===== src/rtl/counter_pkg.sv =====
// counter_pkg: shared types and default widths for the programmable up/down counter.
// Revision 1.0
`default_nettype none

package counter_pkg;

  localparam int DEF_WIDTH      = 5;
  localparam int DEF_PRESCALE_W = 4;

  typedef enum logic [1:0] {
    WRAP    = 2'd0,
    SAT     = 2'd1,
    ONESHOT = 2'd2
  } mode_t;

endpackage

`default_nettype wire


===== src/rtl/clk_en_prescaler.sv =====
// clk_en_prescaler: emits a tick every prescale+1 enabled cycles; restart zeroes the phase.
// Revision 1.0
`default_nettype none

module clk_en_prescaler
  import counter_pkg::*;
#(
  parameter int PRESCALE_W = DEF_PRESCALE_W
) (
  input  logic                  clk,
  input  logic                  rst_,
  input  logic                  enable,
  input  logic                  restart,
  input  logic [PRESCALE_W-1:0] prescale,
  output logic                  tick
);

  logic [PRESCALE_W-1:0] r_psc;

  // Equality compare lets a phase beyond a lowered divisor roll over naturally.
  assign tick = enable && (r_psc == prescale);

  always_ff @(posedge clk or negedge rst_) begin
    if (!rst_) begin
      r_psc <= '0;
    end else if (restart) begin
      r_psc <= '0;
    end else if (enable) begin
      if (tick) begin
        r_psc <= '0;
      end else begin
        r_psc <= r_psc + 1'b1;
      end
    end
  end

endmodule

`default_nettype wire


===== src/rtl/prog_updown_counter.sv =====
// prog_updown_counter: prescaled up/down counter with programmable limit, wrap/sat/one-shot modes.
// Revision 1.0
`default_nettype none

module prog_updown_counter
  import counter_pkg::*;
#(
  parameter int               WIDTH      = DEF_WIDTH,
  parameter int               PRESCALE_W = DEF_PRESCALE_W,
  parameter logic [WIDTH-1:0] RESET_VAL  = '0
) (
  input  logic                  clk,
  input  logic                  rst_,
  input  logic                  load,
  input  logic [WIDTH-1:0]      data,
  input  logic                  enable,
  input  logic                  up,
  input  logic [1:0]            mode,
  input  logic [WIDTH-1:0]      limit,
  input  logic [PRESCALE_W-1:0] prescale,
  input  logic                  clr_flags,
  output logic [WIDTH-1:0]      count,
  output logic                  tc,
  output logic                  ovf,
  output logic                  done
);

  logic             w_tick;
  logic             w_step;
  logic             w_term;
  logic [WIDTH-1:0] w_next;
  logic [WIDTH-1:0] w_load_val;

  clk_en_prescaler #(
    .PRESCALE_W (PRESCALE_W)
  ) u_prescaler (
    .clk      (clk),
    .rst_     (rst_),
    .enable   (enable),
    .restart  (load),
    .prescale (prescale),
    .tick     (w_tick)
  );

  assign w_load_val = (data > limit) ? limit : data;
  assign w_step     = w_tick && !load && !done;

  // Next count for a tick; reserved mode encoding falls into the wrap branch.
  always_comb begin
    w_next = count;
    w_term = 1'b0;
    if (up) begin
      if (count >= limit) begin
        w_term = 1'b1;
        unique case (mode)
          SAT, ONESHOT: w_next = limit;
          default:      w_next = '0;
        endcase
      end else begin
        w_next = count + 1'b1;
      end
    end else begin
      if (count == '0) begin
        w_term = 1'b1;
        unique case (mode)
          SAT, ONESHOT: w_next = '0;
          default:      w_next = limit;
        endcase
      end else begin
        w_next = count - 1'b1;
      end
    end
  end

  always_ff @(posedge clk or negedge rst_) begin
    if (!rst_) begin
      count <= RESET_VAL;
      tc    <= 1'b0;
      ovf   <= 1'b0;
      done  <= 1'b0;
    end else begin
      tc <= 1'b0;
      if (load) begin
        count <= w_load_val;
        done  <= 1'b0;
      end else if (w_step) begin
        count <= w_next;
        if (w_term) begin
          tc <= 1'b1;
          if (mode == ONESHOT) begin
            done <= 1'b1;
          end
        end
      end
      // Setting takes precedence over a simultaneous clear.
      if (w_step && w_term) begin
        ovf <= 1'b1;
      end else if (clr_flags) begin
        ovf <= 1'b0;
      end
    end
  end

endmodule

`default_nettype wire


===== config.mk =====
export PLATFORM = sky130hd
export DESIGN_NAME = prog_updown_counter
export DESIGN_NICKNAME = d
export VERILOG_FILES = /design/src/rtl/counter_pkg.sv /design/src/rtl/clk_en_prescaler.sv /design/src/rtl/prog_updown_counter.sv
export SDC_FILE = /design/constraint.sdc
export NUM_CORES = 1
export LEC_CHECK = 0
export ABC_AREA = 1
export CAP_MARGIN = 40
export CORE_AREA = 2 2 53 68
export CTS_CLUSTER_DIAMETER = 150
export DETAILED_ROUTE_END_ITERATION = 8
export DIE_AREA = 0 0 55 70
export PLACE_DENSITY = 0.78
export SKIP_LAST_GASP = 1
export SLEW_MARGIN = 0
export SYNTH_ARGS = -nofsm -noshare
export SYNTH_HDL_FRONTEND = slang
export SYNTH_SLANG_ARGS = --single-unit

===== constraint.sdc =====
create_clock -name clk -period 1.55 [get_ports clk]
set_input_delay 0.155 -clock clk [delete_from_list [all_inputs] [get_ports clk]]
set_output_delay 0.155 -clock clk [all_outputs]
set_load 0.05 [all_outputs]

==> out/qor.csv, run 1 <==
metric;value;unit
average size of a mapped cell;6.66;sq um
I/O pin cnt;30;
Chip Width;55;um
DRT Pass-1 Iters;4;
critical path endpoint category;flip-flop;
synthesized area;0.00143;sq mm
Die Y-Extent;70;um
Fmax;619;MHz
Synth async-reset ratio;1.00;
post-route minimum period;1.61;ns
Net Switching;787;uW
first-pass GRT wire length;6660;um
register area share after synthesis;0.211;
Root Driver;clkbuf_8;
vias in the first global route;1549;
row count;24;
Synth cell types;29;
failing checks;negative setup slack;
DRT Wirelength;4070;um
clock latency at the later pin of the worst-skew pair;0.24;ns
Max transition margin;0.631;
First DRT Iteration DRCs;52;
Pint;1030;uW
nets@finish;308;
fillers;274;
worst-path fanout max;4;
Core Region;0.00330;sq mm
CTS tree;yes;
share of layout cells above drive strength 1;0.354;
antenna cell count;0;
Final Cycle Share;1.04;
WP data arrival;1.74;ns
Final Hold Vio Count;0;
CTS clk-pin slew, worst paths;0.06;ns
RePlAce Congestion;0.856;
die area;0.00385;sq mm
Cell Area, Placed;0.00199;sq mm
Comb power frac;0.591;
Seq cells post-synth;12;
antenna violations before repair;0;
YS warnings;0;
fin. max-slew vios;0;
worst path cell trace;buf_4, buf_4, ha_2, nand3_1, nand2_1, nand2_1, nand3_1, nand3_1, nand2_1, nand2_1, a21oi_1;
GR Util All Layers;0.229;
CTS Buffer Depth;2;
via/cell ratio;5.18;
HPWL Detailed;2940;um
RSZ-0062 raised after global routing;yes;
Largest stage delay, worst path;0.46;ns
worst slew pin tran;0.552;ns
CTS Sinks;12;
# port buffers;29;
leak pwr;0.00109;uW
Cells after Synth;214;
Area Overhead vs Synth;55.4;%
vias after detailed routing;1606;
crit path kind;reg -> reg;
minimum hold slack;0.270;ns
sw frac;0.433;
Worst Path Required;1.68;ns
Most used DFF post-synth;dfrtp_1;
total CTS buffers;3;
Post-CTS Hold Buffers;0;
Hold/Removal Path Class;in -> async;
clock power share;0.189;
pwr/cell area;821;mW/mm^2
Setup Skew;0.00496;ns
status;finished with violations;
Finished Cell Area;0.00221;sq mm
WP buf/inv;2;
EDFF count, synth;0;
Top delay family on crit path;simple AND/OR/NAND/NOR gates;
CTS H-Tree Depth;1;
CP most frequent cell;nand2_1;
drt drc;0;
Setup TNS;-0.339;ns
max_cap viols;0;
Synth Net Count;250;
initial core utilization;0.431;
pin count of the biggest net entering global routing;13;
antenna-violating nets left;0;
GRT overflow;0;
Worst VDD drop;0.557;mV
wire per inst;13.1;um
Final setup viols;8;
Slowest-stage cell, CP;dfrtp_2;
min setup slack post-route;-0.0649;ns
CP Launch Type;flip-flop;
sequential power share;0.220;
==> flip-flops by register name (all words and copies together) (netlist names) <==
register and cells:
count 5, u_prescaler.r_psc 4, done 1, ovf 1
tc 1
==> power by group through the flow <==
stage / combinational (uW) / sequential [uW] / clock [uW]
6_report: 1070 / 401 / 344
5_1_grt: 1170 / 405 / 363
4_1_cts: 1010 / 399 / 345
3_5_place_dp: 942 / 398 / 0
3_3_place_gp: 929 / 400 / 0
2_1_floorplan: 504 / 506 / 0
==> final timing paths <==
check                      slack [ns]      from  cells past startpoint  endpoint
setup / recovery                -0.06  count[1]                     11  count[4]
max in group asynchronous        0.87      rst_                      1  count[3]
hold / removal                   0.27      rst_                      1      done
hold reg to reg                  0.52       ovf                      2       ovf
min in group clk                 0.47   data[4]                      5  count[4]
setup reg to reg                -0.06  count[1]                     11  count[4]
==> final cells by class <==
cell class,count,area [sq um],share of cell area
Sequential cell,12,309,0.140
Clock buffer,4,55.1,0.0249
Multi-Input combinational cell,167,1180,0.533
Inverter,34,130,0.0588
Tap cell,39,48.8,0.0220
Timing Repair Buffer,54,492,0.222
==> worst reg2reg max path, cell delays in order (launching register included) <==
cell and delay [ns]:
dfrtp_2 0.46, buf_4 0.16, buf_4 0.14, ha_2 0.18
nand3_1 0.08, nand2_1 0.05, nand2_1 0.07, nand3_1 0.08
nand3_1 0.10, nand2_1 0.06, nand2_1 0.06, a21oi_1 0.08
==> cells in the final DEF, fill, tap and decap left out, drive strengths merged, types with 2 or more instances in the layout <==
| cell type | count |
|---|---|
| a21oi | 15 |
| buf | 33 |
| clkbuf | 4 |
| clkdlybuf4s50 | 15 |
| dfrtp | 12 |
| dlygate4sd2 | 5 |
| ha | 14 |
| inv | 33 |
| nand2 | 60 |
| nand3 | 28 |
| nand4 | 4 |
| nor2 | 27 |
| nor3 | 3 |
| o21ai | 8 |
| o22ai | 2 |
| xor2 | 4 |
==> per-layer routing <==
metal | vias to the layer above | GRT usage | wire (um) | share of wire
met5 | - | 0 | 0 | 0
met4 | 0 | 0.0678 | 57 | 0.014
met3 | 7 | 0.0214 | 151 | 0.037
met2 | 47 | 0.386 | 2110 | 0.52
met1 | 742 | 0.298 | 1760 | 0.43
li1 | 810 | - | - | -
==> logic make-up (layout without fill, tap and decap cells) <==
kind of cell,Yosys count,count (layout),share of synthesized area
adders and majority gates,14,14,0.123
AOI/OAI and AO/OA,26,26,0.113
buffers and inverters,37,92,0.106
xor gates and xnor gates,5,5,0.0307
and+or+nand+nor,120,122,0.416
DFF,12,12,0.211
==> cells in the mapped netlist (3+ instances only) <==
| cell type | n | area [sq um] |
|---|---|---|
| o21ai_1 | 6 | 30.0 |
| a21oi_2 | 3 | 26.3 |
| a21oi_1 | 12 | 60.1 |
| nor2_2 | 6 | 37.5 |
| nor2_4 | 3 | 33.8 |
| inv_1 | 30 | 113 |
| dfrtp_1 | 12 | 300 |
| inv_2 | 3 | 11.3 |
| nand3_1 | 23 | 115 |
| xor2_1 | 4 | 35.0 |
| nand2_1 | 56 | 210 |
| ha_1 | 14 | 175 |
| nand4_1 | 4 | 25.0 |
| nor2_1 | 18 | 67.6 |
==> through the flow <==
stage / std cells / total power (uW) / util / worst slack, ns
final: 310 / 1820 / 0.670 / -0.0649
after global routing: 310 / 1940 / 0.670 / -0.147
after CTS: 308 / 1750 / 0.656 / -0.0406
after detailed placement: 301 / 1340 / 0.603 / -0.462
after global placement: 301 / 1330 / 0.603 / -0.430
after floorplan: 214 / 1010 / - / -0.0539
==> timing repair <==
action                     CTS  global route
setup endpoints to repair    8             7
resized for setup           27             9
setup buffers                1             2
gates cloned                 2             0
pin swaps                   16             9
Note: power is estimated with default switching activity, not from simulation.
==> inputs of run 2 (changes only) <==
--- a/config.mk
+++ b/config.mk
@@ -7,11 +7,12 @@
 export LEC_CHECK = 0
 export ABC_AREA = 1
 export CAP_MARGIN = 40
-export CORE_AREA = 2 2 53 68
+export CORE_AREA = 2 2 51 65
 export CTS_CLUSTER_DIAMETER = 150
 export DETAILED_ROUTE_END_ITERATION = 8
-export DIE_AREA = 0 0 55 70
-export PLACE_DENSITY = 0.78
+export DIE_AREA = 0 0 53 67
+export PLACE_DENSITY = 0.8
+export REMOVE_ABC_BUFFERS = 1
 export SKIP_LAST_GASP = 1
 export SLEW_MARGIN = 0
 export SYNTH_ARGS = -nofsm -noshare
==> constraint.sdc (replaced) <==
create_clock -name clk -period 1.5 [get_ports clk]
set_input_delay 0.15 -clock clk [delete_from_list [all_inputs] [get_ports clk]]
set_output_delay 0.15 -clock clk [all_outputs]
set_load 0.05 [all_outputs]
==> run 2 against run 1 <==
The run still ends with negative setup slack left. Clock skew shrank 0.0012 ns. Cell area shrank 0.34%. Power grew 4.9%. First-iteration DRC count grew 58%. Sequential cell count is the same. Sequential share of layout area shrank 0.35 points. Die area shrank 7.8%. Combinational power grew 17%. Cell count shrank 2.3%. Global-route usage is essentially flat. Largest cell class unchanged.
==> out/qor.csv, run 2 (same netlist as run 1, synthesis figures left out) <==
metric;value;unit;change
first-pass GRT wire length;6110;um;was 6660 um
share of layout cells above drive strength 1;0.356;;was 0.354
R2R Setup Slk;-0.17;ns;was -0.06 ns
Worst VDD drop;0.817;mV;was 0.557 mV
CTS tree;yes;;unchanged
DRT Wirelength;4720;um;was 4070 um
HPWL Detailed;2970;um;was 2940 um
antenna-violating nets left;0;;unchanged
clock latency at the later pin of the worst-skew pair;0.28;ns;was 0.24 ns
cell depth of the worst setup path;10;;was 11
GRT overflow;0;;unchanged
critical path endpoint category;flip-flop;;unchanged
total CTS buffers;3;;unchanged
Area Overhead vs Synth;54.9;%;was 55.4%
leak pwr;0.00110;uW;was 0.00109 uW
commonest non-fill, non-tap cell in the layout;nand2_1;;unchanged
Final setup viols;8;;unchanged
row count;22;;was 24
Slowest-stage cell, CP;dfrtp_1;;was dfrtp_2
Largest stage delay, worst path;0.44;ns;was 0.46 ns
antenna violations before repair;0;;unchanged
fin. max-slew vios;0;;unchanged
status;finished with violations;;unchanged
vias after detailed routing;1738;;was 1606
DRT Pass-1 Iters;4;;unchanged
clock power share;0.136;;was 0.189
Net Switching;867;uW;was 787 uW
WP buf/inv;1;;was 2
Comb power frac;0.656;;was 0.591
pwr/cell area;864;mW/mm^2;was 821 mW/mm^2
min setup slack post-route;-0.173;ns;was -0.0649 ns
Die Y-Extent;67;um;was 70 um
sequential power share;0.208;;was 0.220
Post-CTS Hold Buffers;0;;unchanged
Setup TNS;-1.04;ns;was -0.339 ns
Worst Path Required;1.71;ns;was 1.68 ns
nets@finish;304;;was 308
Hold/Removal Path Class;in -> async;;unchanged
crit path kind;reg -> reg;;unchanged
most frequent cells in the layout;nand2_1 (44), inv_1 (24), buf_4 (21), nand3_1 (19), nor2_1 (17);;was nand2_1 (50), buf_4 (30), inv_1 (25), nand3_1 (20), nor2_1 (17)
Root Driver;clkbuf_4;;was clkbuf_8
worst r2r src;count[4];;was count[1]
via/cell ratio;5.74;;was 5.18
number of flip-flops in the largest register;5;;unchanged
CTS clk-pin slew, worst paths;0.08;ns;was 0.06 ns
Pint;1040;uW;was 1030 uW
worst-path fanout max;5;;was 4
RSZ-0062 raised after global routing;yes;;unchanged
CP Launch Type;flip-flop;;unchanged
WP data arrival;1.88;ns;was 1.74 ns
Final Hold Vio Count;0;;unchanged
failing checks;negative setup slack;;unchanged
CTS Buffer Depth;2;;unchanged
minimum hold slack;0.226;ns;was 0.270 ns
I/O pin cnt;30;;unchanged
worst path cell trace;ha_4, nand2_4, nor2_4, nand2_4, buf_6, nand3_1, nand3_2, nand2_1, nand2_1, a21oi_2;;was buf_4, buf_4, ha_2, nand3_1, nand2_1, nand2_1, nand3_1, nand3_1, nand2_1, nand2_1, a21oi_1
pin count of the biggest net entering global routing;13;;unchanged
RePlAce Congestion;0.940;;was 0.856
die area;0.00355;sq mm;was 0.00385 sq mm
CTS Sinks;12;;unchanged
Critical Path Source;count[4];;was count[1]
# port buffers;29;;unchanged
GR Util All Layers;0.229;;about the same
sw frac;0.454;;was 0.433
Fmax;598;MHz;was 619 MHz
CTS H-Tree Depth;1;;unchanged
Max transition margin;0.630;;was 0.631
initial core utilization;0.493;;was 0.431
wire per inst;15.6;um;was 13.1 um
Core Region;0.00289;sq mm;was 0.00330 sq mm
worst r2r path cells;10;;was 11
Finished Cell Area;0.00221;sq mm;about the same
Setup Skew;0.00375;ns;was 0.00496 ns
total power;1910;uW;was 1820 uW
Final Cycle Share;1.12;;was 1.04
Biggest register;count;;unchanged
drt drc;0;;unchanged
post-route minimum period;1.67;ns;was 1.61 ns
Cell Area, Placed;0.00196;sq mm;was 0.00199 sq mm
crit path to;count[1];;was count[4]
worst r2r dst;count[1];;was count[4]
max_cap viols;0;;unchanged
First DRT Iteration DRCs;82;;was 52
antenna cell count;0;;unchanged
Top delay family on crit path;simple AND/OR/NAND/NOR gates;;unchanged
Chip Width;53;um;was 55 um
Largest regs;count (5), u_prescaler.r_psc (4);;unchanged
worst slew pin tran;0.554;ns;was 0.552 ns
vias in the first global route;1433;;was 1549
==> run 2: power by group through the flow <==
| stage | Sequential, uW | Combinational (uW) | Clock (uW) |
|---|---|---|---|
| floorplan | 519 | 450 | 0 |
| finish | 396 | 1250 | 260 |
| global route | 398 | 1330 | 278 |
| global placement | 390 | 998 | 0 |
| detailed placement | 391 | 1010 | 0 |
| CTS | 388 | 1050 | 260 |
==> run 2: stage by stage <==
| stage | util | setup slack [ns] | instances |
|---|---|---|---|
| 2_1_floorplan | - | -0.519 | 211 |
| 3_3_place_gp | 0.679 | -0.429 | 297 |
| 3_5_place_dp | 0.679 | -0.473 | 297 |
| 4_1_cts | 0.705 | -0.0920 | 301 |
| 5_1_grt | 0.764 | -0.229 | 303 |
| 6_report | 0.764 | -0.173 | 303 |
==> run 2: worst min-delay path by stage <==
stage	cells after the start	end
2_1_floorplan	0	count[0]
3_3_place_gp	2	ovf
3_5_place_dp	2	ovf
4_1_cts	1	ovf
5_1_grt	1	ovf
6_report	1	ovf
==> run 2: layout make-up <==
type	instances	area [sq um]
Sequential cell	12	300
Timing Repair Buffer	51	528
Multi-Input combinational cell	166	1170
Tap cell	36	45.0
Inverter	34	128
Clock buffer	4	36.3
Fill cell	198	683
==> run 2: worst register-to-register path: stages, from the launching register on <==
cell,delay (ns)
dfrtp_1,0.44
ha_4,0.32
nand2_4,0.06
nor2_4,0.12
nand2_4,0.08
buf_6,0.13
nand3_1,0.09
nand3_2,0.06
nand2_1,0.08
nand2_1,0.09
a21oi_2,0.14
==> run 2: metal layers <==
metal | routed length (um) | GRT usage | vias to the layer above
met3 | 325 | 0.0336 | 29
li1 | - | - | 808
met4 | 299 | 0.0385 | 0
met5 | 0 | 0 | -
met1 | 1650 | 0.272 | 801
met2 | 2450 | 0.428 | 100
==> run 2: repair_timing <==
action                                  CTS  global route
endpoints found under the setup margin    8             8
pin swaps                                14             9
buffers inserted                          0             1
gates cloned                              0             1
resized for setup                        16            34
